[config.mk]
export PLATFORM = sky130hd
export DESIGN_NAME = if_fetch_ctrl_flat
export DESIGN_NICKNAME = d
export VERILOG_FILES = /design/src/rtl/if_fetch_ctrl_if.sv /design/src/rtl/if_fetch_ctrl.sv /design/src/flat_wrapper.sv
export SDC_FILE = /design/constraint.sdc
export NUM_CORES = 1
export LEC_CHECK = 0
export CORE_MARGIN = 4
export CORE_UTILIZATION = 30
export CTS_CLUSTER_DIAMETER = 120
export DETAILED_ROUTE_END_ITERATION = 10
export DONT_BUFFER_PORTS = 1
export GPL_TIMING_DRIVEN = 0
export SLEW_MARGIN = 0
export SYNTH_ARGS = -nofsm -noshare
export SYNTH_HDL_FRONTEND = slang
export SYNTH_SLANG_ARGS = --single-unit
[constraint.sdc]
create_clock -name clk_i -period 6.59 [get_ports clk_i]
set_clock_uncertainty 0.05 [all_clocks]
set_input_delay 1.318 -clock clk_i [delete_from_list [all_inputs] [get_ports clk_i]]
set_output_delay 1.318 -clock clk_i [all_outputs]
set_load 0.02 [all_outputs]
[src/rtl/if_fetch_ctrl_if.sv]
// Bus bundle for the fetch sequencer: redirect, ID handshake and instruction SRAM.
// slave is the controller's view, master is the environment's view.
interface if_fetch_ctrl_if;
    logic        br_valid;
    logic [31:0] br_target;
    logic        id_allowin;
    logic [31:0] inst_sram_rdata;
    logic        inst_sram_en;
    logic [31:0] inst_sram_addr;
    logic        if_valid;
    logic [31:0] if_pc;
    logic [31:0] if_inst;

    modport slave (
        input  br_valid, br_target, id_allowin, inst_sram_rdata,
        output inst_sram_en, inst_sram_addr, if_valid, if_pc, if_inst
    );

    modport master (
        output br_valid, br_target, id_allowin, inst_sram_rdata,
        input  inst_sram_en, inst_sram_addr, if_valid, if_pc, if_inst
    );
endinterface

[src/rtl/if_fetch_ctrl.sv]
// Instruction fetch sequencer: one SRAM read per cycle, one read in flight,
// and a 2-deep (out + skid) FIFO holding stage toward ID.
module if_fetch_ctrl #(
    parameter logic [31:0] RESET_PC = 32'hbfc00000,
    parameter logic [31:0] PC_INC   = 32'd4
) (
    input  logic            clk_i,
    input  logic            rst_i,
    if_fetch_ctrl_if.slave  bus
);

    logic [31:0] fetch_pc_q, fetch_pc_d;
    logic        pend_q, pend_d;
    logic [31:0] pend_pc_q, pend_pc_d;
    logic        out_v_q, out_v_d;
    logic [31:0] out_pc_q, out_pc_d;
    logic [31:0] out_inst_q, out_inst_d;
    logic        skid_v_q, skid_v_d;
    logic [31:0] skid_pc_q, skid_pc_d;
    logic [31:0] skid_inst_q, skid_inst_d;

    logic        out_free;
    logic        out_held;
    logic        sram_en;
    logic [31:0] sram_addr;

    assign out_held  = out_v_q && !bus.id_allowin;
    assign out_free  = !out_held;
    assign sram_addr = bus.br_valid ? bus.br_target : fetch_pc_q;

    // Throttle so that a held out reg can always absorb the in-flight read in skid.
    assign sram_en = !rst_i &&
                     (bus.br_valid || (!skid_v_q && !(pend_q && out_held)));

    always_comb begin
        fetch_pc_d  = fetch_pc_q;
        pend_d      = 1'b0;
        pend_pc_d   = pend_pc_q;
        out_v_d     = out_v_q;
        out_pc_d    = out_pc_q;
        out_inst_d  = out_inst_q;
        skid_v_d    = skid_v_q;
        skid_pc_d   = skid_pc_q;
        skid_inst_d = skid_inst_q;

        // A redirect flushes the holding stage and the response arriving this
        // cycle at the same edge, so no separate squash state is needed.
        if (bus.br_valid) begin
            out_v_d  = 1'b0;
            skid_v_d = 1'b0;
        end else if (out_free) begin
            if (skid_v_q) begin
                out_v_d    = 1'b1;
                out_pc_d   = skid_pc_q;
                out_inst_d = skid_inst_q;
                skid_v_d   = pend_q;
                if (pend_q) begin
                    skid_pc_d   = pend_pc_q;
                    skid_inst_d = bus.inst_sram_rdata;
                end
            end else begin
                out_v_d = pend_q;
                if (pend_q) begin
                    out_pc_d   = pend_pc_q;
                    out_inst_d = bus.inst_sram_rdata;
                end
            end
        end else if (pend_q) begin
            skid_v_d    = 1'b1;
            skid_pc_d   = pend_pc_q;
            skid_inst_d = bus.inst_sram_rdata;
        end

        if (sram_en) begin
            pend_d     = 1'b1;
            pend_pc_d  = sram_addr;
            fetch_pc_d = sram_addr + PC_INC;
        end
    end

    always_ff @(posedge clk_i) begin
        if (rst_i) begin
            fetch_pc_q  <= RESET_PC;
            pend_q      <= 1'b0;
            pend_pc_q   <= '0;
            out_v_q     <= 1'b0;
            out_pc_q    <= '0;
            out_inst_q  <= '0;
            skid_v_q    <= 1'b0;
            skid_pc_q   <= '0;
            skid_inst_q <= '0;
        end else begin
            fetch_pc_q  <= fetch_pc_d;
            pend_q      <= pend_d;
            pend_pc_q   <= pend_pc_d;
            out_v_q     <= out_v_d;
            out_pc_q    <= out_pc_d;
            out_inst_q  <= out_inst_d;
            skid_v_q    <= skid_v_d;
            skid_pc_q   <= skid_pc_d;
            skid_inst_q <= skid_inst_d;
        end
    end

    assign bus.inst_sram_en   = sram_en;
    assign bus.inst_sram_addr = sram_addr;
    assign bus.if_valid       = out_v_q;
    assign bus.if_pc          = out_pc_q;
    assign bus.if_inst        = out_inst_q;

endmodule
[src/flat_wrapper.sv]
// flat-port wrapper written by rule: the top's interface ports become plain ports
module if_fetch_ctrl_flat 
#(
    parameter logic [31:0] RESET_PC = 32'hbfc00000,
    parameter logic [31:0] PC_INC   = 32'd4
)
  (clk_i, rst_i, bus_br_valid, bus_br_target, bus_id_allowin, bus_inst_sram_rdata, bus_inst_sram_en, bus_inst_sram_addr, bus_if_valid, bus_if_pc, bus_if_inst);
  if_fetch_ctrl_if bus_i ();
  input  logic clk_i;
  input  logic rst_i;
  input wire logic [$bits(bus_i.br_valid)-1:0] bus_br_valid;
  input wire logic [$bits(bus_i.br_target)-1:0] bus_br_target;
  input wire logic [$bits(bus_i.id_allowin)-1:0] bus_id_allowin;
  input wire logic [$bits(bus_i.inst_sram_rdata)-1:0] bus_inst_sram_rdata;
  output wire logic [$bits(bus_i.inst_sram_en)-1:0] bus_inst_sram_en;
  output wire logic [$bits(bus_i.inst_sram_addr)-1:0] bus_inst_sram_addr;
  output wire logic [$bits(bus_i.if_valid)-1:0] bus_if_valid;
  output wire logic [$bits(bus_i.if_pc)-1:0] bus_if_pc;
  output wire logic [$bits(bus_i.if_inst)-1:0] bus_if_inst;
  assign bus_i.br_valid = bus_br_valid;
  assign bus_i.br_target = bus_br_target;
  assign bus_i.id_allowin = bus_id_allowin;
  assign bus_i.inst_sram_rdata = bus_inst_sram_rdata;
  assign bus_inst_sram_en = bus_i.inst_sram_en;
  assign bus_inst_sram_addr = bus_i.inst_sram_addr;
  assign bus_if_valid = bus_i.if_valid;
  assign bus_if_pc = bus_i.if_pc;
  assign bus_if_inst = bus_i.if_inst;
  if_fetch_ctrl #(.RESET_PC(RESET_PC), .PC_INC(PC_INC)) u_core (.clk_i(clk_i), .rst_i(rst_i), .bus(bus_i));
endmodule
==> results.json <==
{
  "portBuffers": 0,
  "whs_ns": 0.404,
  "grt_pass1_vias": 6679,
  "synthArstFlopShare_pct": 0,
  "fmax_mhz": 224,
  "place.detailed.hpwl_um": 20400,
  "drive_above_1_share_pct": 7.46,
  "reg2reg_from": "u_core.fetch_pc_q[2]$_SDFFE_PP0P_",
  "status": "finished, final reports clean",
  "fill_cells": 2869,
  "synthesis.nets": 1056,
  "die_x_um": 176,
  "routabilityCongestion": 0.901,
  "initial_core_util_pct": 30.4,
  "slew_headroom_pct": 40.1,
  "critical_path_depth": 7,
  "p_switching_mw": 0.735,
  "tightest_slew_ns": 0.893,
  "synth_cell_type_count": 62,
  "crit_path_end_kind": "output port",
  "num-nets-final": 1075,
  "cp-endpoint": "bus_inst_sram_addr[13]",
  "insertion_delay_ns": 0.43,
  "crit_chain": "buf_6, buf_6, buf_6, buf_2, buf_2, mux2i_1, inv_1",
  "vias": 7106,
  "finalCritPeriodShare_pct": 67.8,
  "leakage_nw": 3.28,
  "ant_nets": 0,
  "synth_edf_count": 0,
  "slowest_stage": "mux2i_1",
  "worst_path_largest_cell_delay_ns": 0.39,
  "worstPathRequired_ns": 5.22,
  "cts_resized": 0,
  "pwr-share-clk_pct": 41.9,
  "routed_wl_um": 26900,
  "hold_viol": 0,
  "post_drt_wl_per_cell_um": 19.2,
  "cpMostUsedCell": "buf_6",
  "p_int_mw": 1.94,
  "grt.overflow.total": 0,
  "max-cap-violations": 0,
  "diodes": 0,
  "dieArea_um2": 30900,
  "core_um2": 27800,
  "startpoint": "bus_br_valid",
  "drcViolationCount": 0,
  "syn_to_final_growth_pct": 13.1,
  "cts.clk_slew.worst_paths_ns": 0.07,
  "reg2reg_to": "u_core.fetch_pc_q[20]$_SDFFE_PP0P_",
  "power_frac_seq_pct": 48.7,
  "antenna_found_initial": 1,
  "synth_area_um2": 8440,
  "drt_iter0_drc": 477,
  "syn_avg_cell_area_um2": 8.55,
  "cts_buffer_depth": 2,
  "rsz0062_at_grt": "no",
  "powerDensity_nw_per_um2": 281,
  "cts_sinks": 193,
  "worstSetupPathType": "in2out",
  "dr.pass1.iters": 7,
  "final_common_cell": "dfxtp_1",
  "tns_ns": 0,
  "postCtsSetupRepairBufs": 0,
  "cts_max_level": 4,
  "p_comb_share_pct": 9.4,
  "synth_ff_type": "dfxtp_1",
  "viasPerCell": 5.09,
  "rows": 61,
  "worstRegToRegCells": 8,
  "start_kind": "primary input",
  "io_pins": 166,
  "synth-seq-cells": 193,
  "ys_warn_count": 0,
  "crit_family": "buffers and inverters",
  "setup_viol": 0,
  "holdBufCountCts": 0,
  "die_y_um": 176,
  "r2r_slack_ns": 3.97,
  "final_cell_mix": "dfxtp_1 (193), nand2_1 (171), nor2_1 (108)",
  "path_buf_inv": 6,
  "cts_made_buffers": 17,
  "finalCriticalPeriod_ns": 4.47,
  "grt_pass1_wl_um": 40600,
  "hold_path.class": "reg2reg",
  "critPathMaxFanout": 10,
  "critical_path_arrival_ns": 3.10,
  "vdd_ir_drop_max_mv": 0.178,
  "syn_inst": 987,
  "grt_max_degree": 18,
  "slew_viol_final": 0,
  "root_buffer": "clkbuf_16",
  "grt.total_usage_pct": 16.9,
  "synth-seq-area-share_pct": 45.8,
  "swShare_pct": 27.4,
  "cts_tree": "yes"
}
## power groups by stage
stage / Sequential, mW / Clock [mW] / Combinational (mW)
after floorplan: 1.31 / 0 / 0.190
after global placement: 1.33 / 0 / 0.248
after detailed placement: 1.33 / 0 / 0.250
after CTS: 1.31 / 1.14 / 0.251
after global routing: 1.31 / 1.19 / 0.277
final: 1.30 / 1.12 / 0.251
## state kept, by name, summed over array words and instances (netlist names)
name / cells
u_core.skid_v_q: 1
u_core.pend_q: 1
u_core.skid_pc_q: 32
u_core.pend_pc_q: 32
u_core.bus.if_valid: 1
u_core.skid_inst_q: 32
u_core.bus.if_inst: 32
u_core.fetch_pc_q: 30
u_core.bus.if_pc: 32
## per-layer routing
| metal | share of wire, % | up-vias | wire length, µm | global-route usage (%) |
|---|---|---|---|---|
| met5 | 0.048 | - | 13 | 0 |
| met4 | 2.3 | 2 | 607 | 5.75 |
| met3 | 8.1 | 33 | 2190 | 5.90 |
| met2 | 47 | 195 | 12600 | 27.1 |
| met1 | 43 | 3380 | 11400 | 21.3 |
| li1 | - | 3496 | - | - |
## how the worst min path moves through the flow
stage | cells past startpoint | to | startpoint
2_1_floorplan | 2 | u_core.skid_inst_q[0]$_SDFFE_PP0P_ | u_core.skid_inst_q[0]$_SDFFE_PP0P_
3_3_place_gp | 2 | u_core.skid_pc_q[18]$_SDFFE_PP0P_ | u_core.skid_pc_q[18]$_SDFFE_PP0P_
3_5_place_dp | 2 | u_core.skid_pc_q[26]$_SDFFE_PP0P_ | u_core.skid_pc_q[26]$_SDFFE_PP0P_
4_1_cts | 2 | u_core.skid_pc_q[26]$_SDFFE_PP0P_ | u_core.skid_pc_q[26]$_SDFFE_PP0P_
5_1_grt | 2 | u_core.skid_inst_q[6]$_SDFFE_PP0P_ | u_core.skid_inst_q[6]$_SDFFE_PP0P_
6_report | 2 | u_core.skid_pc_q[25]$_SDFFE_PP0P_ | u_core.skid_pc_q[25]$_SDFFE_PP0P_
## through the flow
stage	setup slack [ns]	cells	power [mW]	util (%)	area [µm²]
4_1_cts	2.10	1397	2.70	34.4	9550
3_5_place_dp	1.80	1365	1.58	32.1	8910
5_1_grt	2.02	1397	2.78	34.4	9550
2_1_floorplan	2.60	987	1.50	-	8440
3_3_place_gp	1.84	1365	1.58	32.1	8910
6_report	2.12	1397	2.68	34.4	9550
## Yosys cell counts (all sizes together), types with 2 or more instances
master	n	area share (%)
a211oi	85	7.8
a21oi	88	5.4
a22oi	2	0.18
a311o	2	0.24
a31oi	4	0.30
and2	3	0.22
and3	4	0.30
and3b	2	0.21
and4	2	0.21
buf	32	2.0
clkbuf	46	2.0
dfxtp	193	46
inv	22	0.98
mux2	14	1.9
mux2i	81	9.7
nand2	171	7.6
nand2b	2	0.15
nand3	27	1.7
nand3b	4	0.36
nand4	9	0.92
nand4b	5	0.59
nor2	108	4.8
nor2b	2	0.15
nor3	14	0.83
nor4	3	0.22
o2111ai	2	0.21
o211ai	4	0.36
o21a	2	0.18
o21ai	11	0.65
o21bai	2	0.18
o22ai	3	0.22
o31ai	4	0.36
or3	4	0.30
or4	4	0.36
xnor2	11	1.1
## cell type report
cell class | count | area (µm²) | share of cell area, %
multi-input cells | 693 | 4150 | 43.5
flip-flops and latches | 193 | 3860 | 40.5
well taps | 378 | 473 | 4.95
clock buffers | 20 | 467 | 4.89
plain buffers | 78 | 342 | 3.58
clock inverters | 12 | 166 | 1.74
inverters | 23 | 86.3 | 0.904
## kinds of logic (layout without fill, tap and decap cells)
| family | Yosys count | count (layout) | synth area share, % |
|---|---|---|---|
| AO/OA/AOI/OAI | 222 | 222 | 17.4 |
| XOR/XNOR | 11 | 11 | 1.14 |
| flip-flops | 193 | 193 | 45.8 |
| buffers and inverters | 101 | 133 | 5.07 |
| AND/OR/NAND/NOR | 364 | 364 | 18.9 |
| adder cells (fa/ha/maj) | 1 | 1 | 0.148 |
| multiplexers | 95 | 95 | 11.5 |
## worst register-to-register path, stage by stage (launching register included)
cell	delay (ns)
dfxtp_1	0.40
mux2_2	0.31
ha_1	0.24
inv_1	0.09
a211oi_2	0.45
nand4_2	0.23
buf_6	0.22
o2111a_1	0.23
a311o_1	0.31
(Power assumes the default switching activity.)
